**src/rtl/fifo_pkg.sv**
```systemverilog
// rtl/fifo_pkg.sv - shared types and constants for the asynchronous FIFO blocks
//
// Contents:
//   FIFO_DATA_WIDTH - default word width shared by memory, write side and read side
//   PREFETCH_DEPTH  - number of words held by the read-side first-word-fall-through stage
//   occ_state_t     - occupancy state of the read-side prefetch buffer
package fifo_pkg;

    localparam int FIFO_DATA_WIDTH = 8;
    localparam int PREFETCH_DEPTH  = 2;

    // Encoding equals the number of buffered words, so the state doubles as occupancy.
    typedef enum logic [1:0] {
        OCC_EMPTY = 2'd0,
        OCC_ONE   = 2'd1,
        OCC_TWO   = 2'd2
    } occ_state_t;

endpackage

```
**src/rtl/fifo_read_fwft_stage.sv**
```systemverilog
// rtl/fifo_read_fwft_stage.sv - read-domain first-word-fall-through output stage of the async FIFO
//
// Converts the empty flag / read_enable / 1-cycle-latency RAM interface into a
// valid/ready stream through a 2-entry prefetch buffer (head + spare).
//
// Ports:
//   clock_read        in   read-domain clock
//   read_reset_n      in   asynchronous active-low reset
//   fifo_empty        in   registered empty flag from the read-pointer block
//   fifo_read_enable  out  pop request to the read-pointer block (combinational)
//   mem_read_data     in   RAM output, word addressed in the previous cycle
//   out_valid         out  out_data holds a valid word
//   out_ready         in   consumer accepts the word this cycle
//   out_data          out  head word
//   out_stall_count   out  saturating count of valid & ~ready cycles
//                          (present only when FIFO_READ_STALL_COUNT_EN is defined)
module fifo_read_fwft_stage
    import fifo_pkg::*;
#(
    parameter int DATA_WIDTH = FIFO_DATA_WIDTH
) (
    input  logic                  clock_read,
    input  logic                  read_reset_n,
    input  logic                  fifo_empty,
    output logic                  fifo_read_enable,
    input  logic [DATA_WIDTH-1:0] mem_read_data,
    output logic                  out_valid,
    input  logic                  out_ready,
    output logic [DATA_WIDTH-1:0] out_data
`ifdef FIFO_READ_STALL_COUNT_EN
    ,
    output logic [15:0]           out_stall_count
`endif
);

    occ_state_t            state;
    occ_state_t            state_next;
    logic                  inflight;
    logic                  arrive;
    logic                  pop;
    logic [1:0]            occ_sum;
    logic [DATA_WIDTH-1:0] head;
    logic [DATA_WIDTH-1:0] spare;

    // A request issued last cycle means mem_read_data carries a word now.
    assign arrive   = inflight;
    assign out_data = head;

    always_ff @(posedge clock_read or negedge read_reset_n) begin
        if (!read_reset_n) begin
            state    <= OCC_EMPTY;
            inflight <= 1'b0;
        end else begin
            state    <= state_next;
            inflight <= fifo_read_enable;
        end
    end

    always_comb begin
        state_next = state;
        case (state)
            OCC_EMPTY: begin
                if (arrive) begin
                    state_next = OCC_ONE;
                end
            end
            OCC_ONE: begin
                if (arrive && !pop) begin
                    state_next = OCC_TWO;
                end else if (!arrive && pop) begin
                    state_next = OCC_EMPTY;
                end
            end
            OCC_TWO: begin
                if (pop) begin
                    state_next = OCC_ONE;
                end
            end
            default: state_next = OCC_EMPTY;
        endcase
    end

    // Issue only when the word is guaranteed a slot: buffered plus in-flight
    // words below capacity, or a pop this cycle frees the slot it will land in.
    always_comb begin
        out_valid        = (state != OCC_EMPTY);
        pop              = out_valid && out_ready;
        occ_sum          = 2'(state) + {1'b0, inflight};
        fifo_read_enable = !fifo_empty && ((occ_sum < 2'(PREFETCH_DEPTH)) || pop);
    end

    // Head is always the oldest word; spare is only filled while head is held.
    always_ff @(posedge clock_read or negedge read_reset_n) begin
        if (!read_reset_n) begin
            head  <= '0;
            spare <= '0;
        end else begin
            case (state)
                OCC_EMPTY: begin
                    if (arrive) begin
                        head <= mem_read_data;
                    end
                end
                OCC_ONE: begin
                    if (arrive && pop) begin
                        head <= mem_read_data;
                    end else if (arrive) begin
                        spare <= mem_read_data;
                    end
                end
                OCC_TWO: begin
                    if (pop) begin
                        head <= spare;
                    end
                end
                default: ;
            endcase
        end
    end

`ifdef FIFO_READ_STALL_COUNT_EN
    always_ff @(posedge clock_read or negedge read_reset_n) begin
        if (!read_reset_n) begin
            out_stall_count <= '0;
        end else if (out_valid && !out_ready && (out_stall_count != 16'hFFFF)) begin
            out_stall_count <= out_stall_count + 16'd1;
        end
    end
`endif

    a_no_read_when_empty: assert property (
        @(posedge clock_read) disable iff (!read_reset_n)
        !(fifo_read_enable && fifo_empty)
    ) else $error("fifo_read_enable asserted while fifo_empty");

    a_no_arrival_when_full: assert property (
        @(posedge clock_read) disable iff (!read_reset_n)
        !((state == OCC_TWO) && arrive)
    ) else $fatal(1, "RAM word arrived with prefetch buffer full");

endmodule

```
**config.mk**
```make
export PLATFORM = sky130hd
export DESIGN_NAME = fifo_read_fwft_stage
export DESIGN_NICKNAME = d
export VERILOG_FILES = /design/src/rtl/fifo_pkg.sv /design/src/rtl/fifo_read_fwft_stage.sv
export SDC_FILE = /design/constraint.sdc
export NUM_CORES = 1
export LEC_CHECK = 0
export ABC_AREA = 1
export CORE_MARGIN = 4
export CORE_UTILIZATION = 36
export CTS_CLUSTER_DIAMETER = 40
export DETAILED_ROUTE_END_ITERATION = 8
export PLACE_DENSITY_LB_ADDON = 0.12
export SLEW_MARGIN = 20
export SYNTH_ARGS = -nofsm -noshare
export SYNTH_HDL_FRONTEND = slang
export SYNTH_SLANG_ARGS = --single-unit
export TNS_END_PERCENT = 10
```
**constraint.sdc**
```tcl
create_clock -name clock_read -period 2.74 [get_ports clock_read]
set_input_delay 0.548 -clock clock_read [delete_from_list [all_inputs] [get_ports clock_read]]
set_output_delay 0.548 -clock clock_read [all_outputs]
set_load 0.03 [all_outputs]
```
======== Word level (Yosys, flattened, before mapping) ========
Cells that the tools add are included.
word-level totals
  flip-flop bits (word level) ............. 19
  output and inout bits ................... 10
cells by class
  $add $sub $neg .......................... 1
  order comparisons ....................... 1
  equality and inequality tests ........... 6
  mux-type cells .......................... 9
  bitwise operators ....................... 1
  reduce and logical (&&, ||, !) cells .... 15
operators by type and width
  cell                number
  $mux 8              3
  $pmux 8 s3          1
  $mux 2              4
  $ne 2x2->1 const B  3
  $pmux 2 s3          1
  $reduce_and 3->1    2
  $logic_and 1x1->1   5
  $reduce_and 4->1    1
  $logic_not 1->1     3
  $ne 3x3->1 const B  1
  $reduce_bool 3->1   1
  $add 2x1->2         1
  $eq 2x1->1 const B  1
  $eq 2x2->1 const B  1
  $logic_not 2->1     1
  $lt 2x2->1 const B  1
  $reduce_bool 2->1   1
  $logic_or 1x1->1    1
  $not 1->1           1

======== Logic depth before layout (Yosys ltp) ========
  depth after elaboration ................. 6
  mapped depth ............................ 10
  mapped depth without buffers ............ 9

======== Least setup slack after synthesis ========
No wires, ideal clock.
  path kind ............................... register to output
  from .................................... register state[1]
  to ...................................... output port fifo_read_enable
  arrival ................................. 934 ps
  required time ........................... 2192 ps
  setup slack ............................. 1258 ps
  cell stages (with the launch flop) ...... 7
  path buffers ............................ 1
  cells stage by stage .................... dfrtp_1 -> buf_6 -> inv_2 -> a21oi_1 -> o21ai_0 -> nand2_1 -> inv_1
between the ends
  word-level cells in the longest chain between the ends .. 4
  elaborated cells on any way between the ends .. 6
  classes of those cells .................. 1 x add/sub; 1 x order compare; 4 x reduce/logical
RTL lines
  element                                           line                                                    source
  start, declared                                   fifo_read_fwft_stage.sv:36                              occ_state_t state;
  start signal, assigned                            fifo_read_fwft_stage.sv:54                              state <= state_next;
  $add 2x1->2 or $reduce_bool 2->1 (tied branches)  fifo_read_fwft_stage.sv:88, fifo_read_fwft_stage.sv:86
  $lt 2x2->1 or $logic_and 1x1->1 (tied branches)   fifo_read_fwft_stage.sv:89, fifo_read_fwft_stage.sv:87
  $logic_or 1x1->1 *                                fifo_read_fwft_stage.sv:89                              fifo_read_enable = !fifo_empty && ((occ_sum < 2'(PREFETCH_DEPTH)) || pop);
  $logic_and 1x1->1 *                               fifo_read_fwft_stage.sv:89
  end, declared                                     fifo_read_fwft_stage.sv:25                              output logic fifo_read_enable,
Mark *: on every way between the ends. The rest lies on a longest branch, timed or not.

======== Final worst setup path ========
  from .................................... input port out_ready
  to ...................................... output port fifo_read_enable
between the ends
  word-level cells in the longest chain between the ends .. 3
RTL lines
  element            line                        source
  start, declared    fifo_read_fwft_stage.sv:28  input logic out_ready,
  $logic_and 1x1->1  fifo_read_fwft_stage.sv:87  pop = out_valid && out_ready;
  $logic_or 1x1->1   fifo_read_fwft_stage.sv:89
  $logic_and 1x1->1  fifo_read_fwft_stage.sv:89
No other way between the ends.

==> reports/results.tsv <==
metric	value	unit
diodes	0	
rows	18	
fin_crit_sh	90.69	%
cp-startpoint	out_ready	
synth_area_per_cell	7.802	µm²
grt_pass1_wl	2.898	mm
h-tree-depth	1	
r2r_end	spare[1]	
reg2regPathDepth	7	
cp.arrival	1940	ps
crit_family	buffers and inverters	
min-delay-start	out_data[3]	
antenna_found_initial	0	
fin_tns_setup	0	ps
postLayoutCellArea	1180	µm²
rsz0062_at_grt	false	
grt_max_degree	20	
synth_area	928.4	µm²
dr.pass1.iters	4	
synth_top_cell_by_area	dfrtp_1	
crit_chain	clkdlybuf4s50_1 -> a21oi_1 -> o21ai_0 -> nand2_1 -> inv_1 -> clkdlybuf4s50_1	
io_buffers	21	
period_needed	2485	ps
cts-buffers-inserted	3	
wl	1.788	mm
placed_area	1154	µm²
worst_ep_required_time	2190	ps
setup-violations-final	0	
design.die.area	3455	µm²
synth_nets	133	
relSlewSlack	76.07	%
vias	759	
hold_ws	485.1	ps
cp-start-kind	input pin	
nNetsFinal	157	
die_h	58.78	µm
drv_cap	0	
ys_warn_count	0	
highest_layer	met4	
synth_seq_cells	19	
reg2reg_from	state[1]	
grt-ovfl-total	0	
worst_pin_slew	358.1	ps
clock_sink_count	19	
io_pins	22	
cts.hold.buffers_added	0	
path_buf_inv	3	
crit_top_cell	clkdlybuf4s50_1	
holdCritPathClass	register to register	
met2_length	767	µm
viasPerCell	4.413	
seq_area_frac_synth	51.21	%
slew_violations	0	
synth_area_leaders	dfrtp_1 51%, nand2_1 19%, inv_1 6.1%, o21ai_0 5.4%, a21oi_1 3.2%	
max_stage_delay	660	ps
synthDistinctLibCells	13	
drt-initial-drc-count	21	
hpwlAfterDp	1.344	mm
worst-path-stages	6	
synthCells	119	
ff2ff_setup_slack	1090	ps
crit_path_end_kind	output port	
die-width	58.78	µm
route.met3.wl	105	µm
cts_root_buf	clkbuf_4	
path_clk_slew	100	ps
postCtsSetupBuffers	0	
skew	6.017	ps
p_leak	0.6268	nW
grt_pass1_vias	678	
antenna_left	0	
vdd_drop_max	0.0005055	V
syn_to_final_growth	27.09	%
synth.top_cell.area_share	51.21	%
drt-met1-wl	899	µm
clk_path_buf_depth	2	
worstSetupEndpoint	fifo_read_enable	
cts_resized	0	
powerDensity	1085	nW/µm²
drc	0	
cts_tree	done	
start_util	37.47	%
clk_latency	290	ps
worstSetupPathType	input pin to output port	
drive_gt1_share	5.634	%
status	completed	
core_region_area	2477	µm²
place_congestion	0.7894	
cp_max_fo	2	
slowest_stage	clkdlybuf4s50_1	
final-hold-violation-count	0	
wl_per_cell	10.40	µm
grt.total_usage	10.98	%
fmax	402.4	MHz
[Yosys cell counts]
library cell	number
nand3_1	6
nor2_1	7
inv_2	2
nand3_2	1
a21oi_1	6
nor2_4	1
nand2_1	47
buf_4	1
ha_1	2
buf_6	2
dfrtp_1	19
o21ai_0	10
inv_1	15
[registers in the layout (all words and copies together) (netlist names)]
register / cells
state: 2
arrive: 1
out_data: 8
spare: 8
[worst register-to-register path, delay by kind of cell, from the launching register on]
kind,cells,cell delay (ps)
AO/OA/AOI/OAI,1,60
adder cells (fa/ha/maj),1,160
buffers and inverters,1,60
flip-flops,1,490
AND/OR/NAND/NOR,4,760
[routing by layer]
| layer | track usage (%) | vias up |
|---|---|---|
| li1 | - | 412 |
| met1 | 15.35 | 330 |
| met2 | 16.09 | 15 |
| met3 | 3.947 | 2 |
| met4 | 2.913 | 0 |
| met5 | 0 | - |
[through the flow]
stage | std cells | setup WS (ps) | util, % | power (W)
after floorplan | 119 | 1258 | - | 0.0009410
after global placement | 168 | 273.1 | 46.57 | 0.001143
after detailed placement | 168 | 246.5 | 46.57 | 0.001158
after CTS | 172 | 247.1 | 47.63 | 0.001299
after global routing | 172 | 184.7 | 47.63 | 0.001392
final | 172 | 255.1 | 47.63 | 0.001280
[kinds of logic (layout without fill, tap and decap cells)]
logic type,count (synthesis),in the layout,synth area share (%)
buffers and inverters,20,43,10.11
DFF,19,19,51.21
adders and majority gates,2,2,2.695
AOI/OAI and AO/OA,16,16,8.626
and+or+nand+nor,62,62,27.36
[where the power goes]
| part | leakage (nW) | switching, W | internal (W) |
|---|---|---|---|
| Sequential | 0.228 | 0.0000761 | 0.000409 |
| Clock | 0.0150 | 0.0000808 | 0.0000566 |
| Combinational | 0.384 | 0.000410 | 0.000247 |
[worst min-delay path by stage]
stage | endpoint | slack, ps | cells after the start
floorplan | arrive | 250 | 0
global placement | out_data[4] | 460 | 2
detailed placement | out_data[3] | 470 | 2
CTS | out_data[3] | 490 | 2
global route | spare[3] | 530 | 2
finish | out_data[3] | 490 | 2
[layout make-up]
| type | count | area [µm²] |
|---|---|---|
| clock buffers | 4 | 26.28 |
| fillers | 271 | 1297 |
| multi-input cells | 80 | 359.1 |
| well taps | 30 | 37.54 |
| flip-flops and latches | 19 | 475.5 |
| inverters | 17 | 63.81 |
| repair buffers | 22 | 217.7 |
[placed cells by master, fill, tap and decap left out]
master,synthesis,routed
nand2_1,47,47
clkdlybuf4s50_1,0,21
dfrtp_1,19,19
inv_1,15,15
o21ai_0,10,10
nor2_1,7,7
a21oi_1,6,6
nand3_1,6,6
clkbuf_4,0,3
inv_2,2,2
ha_1,2,2
nand3_2,1,1
nor2_4,1,1
clkbuf_1,0,1
buf_4,1,1
Power figures use the tool's default switching activity.
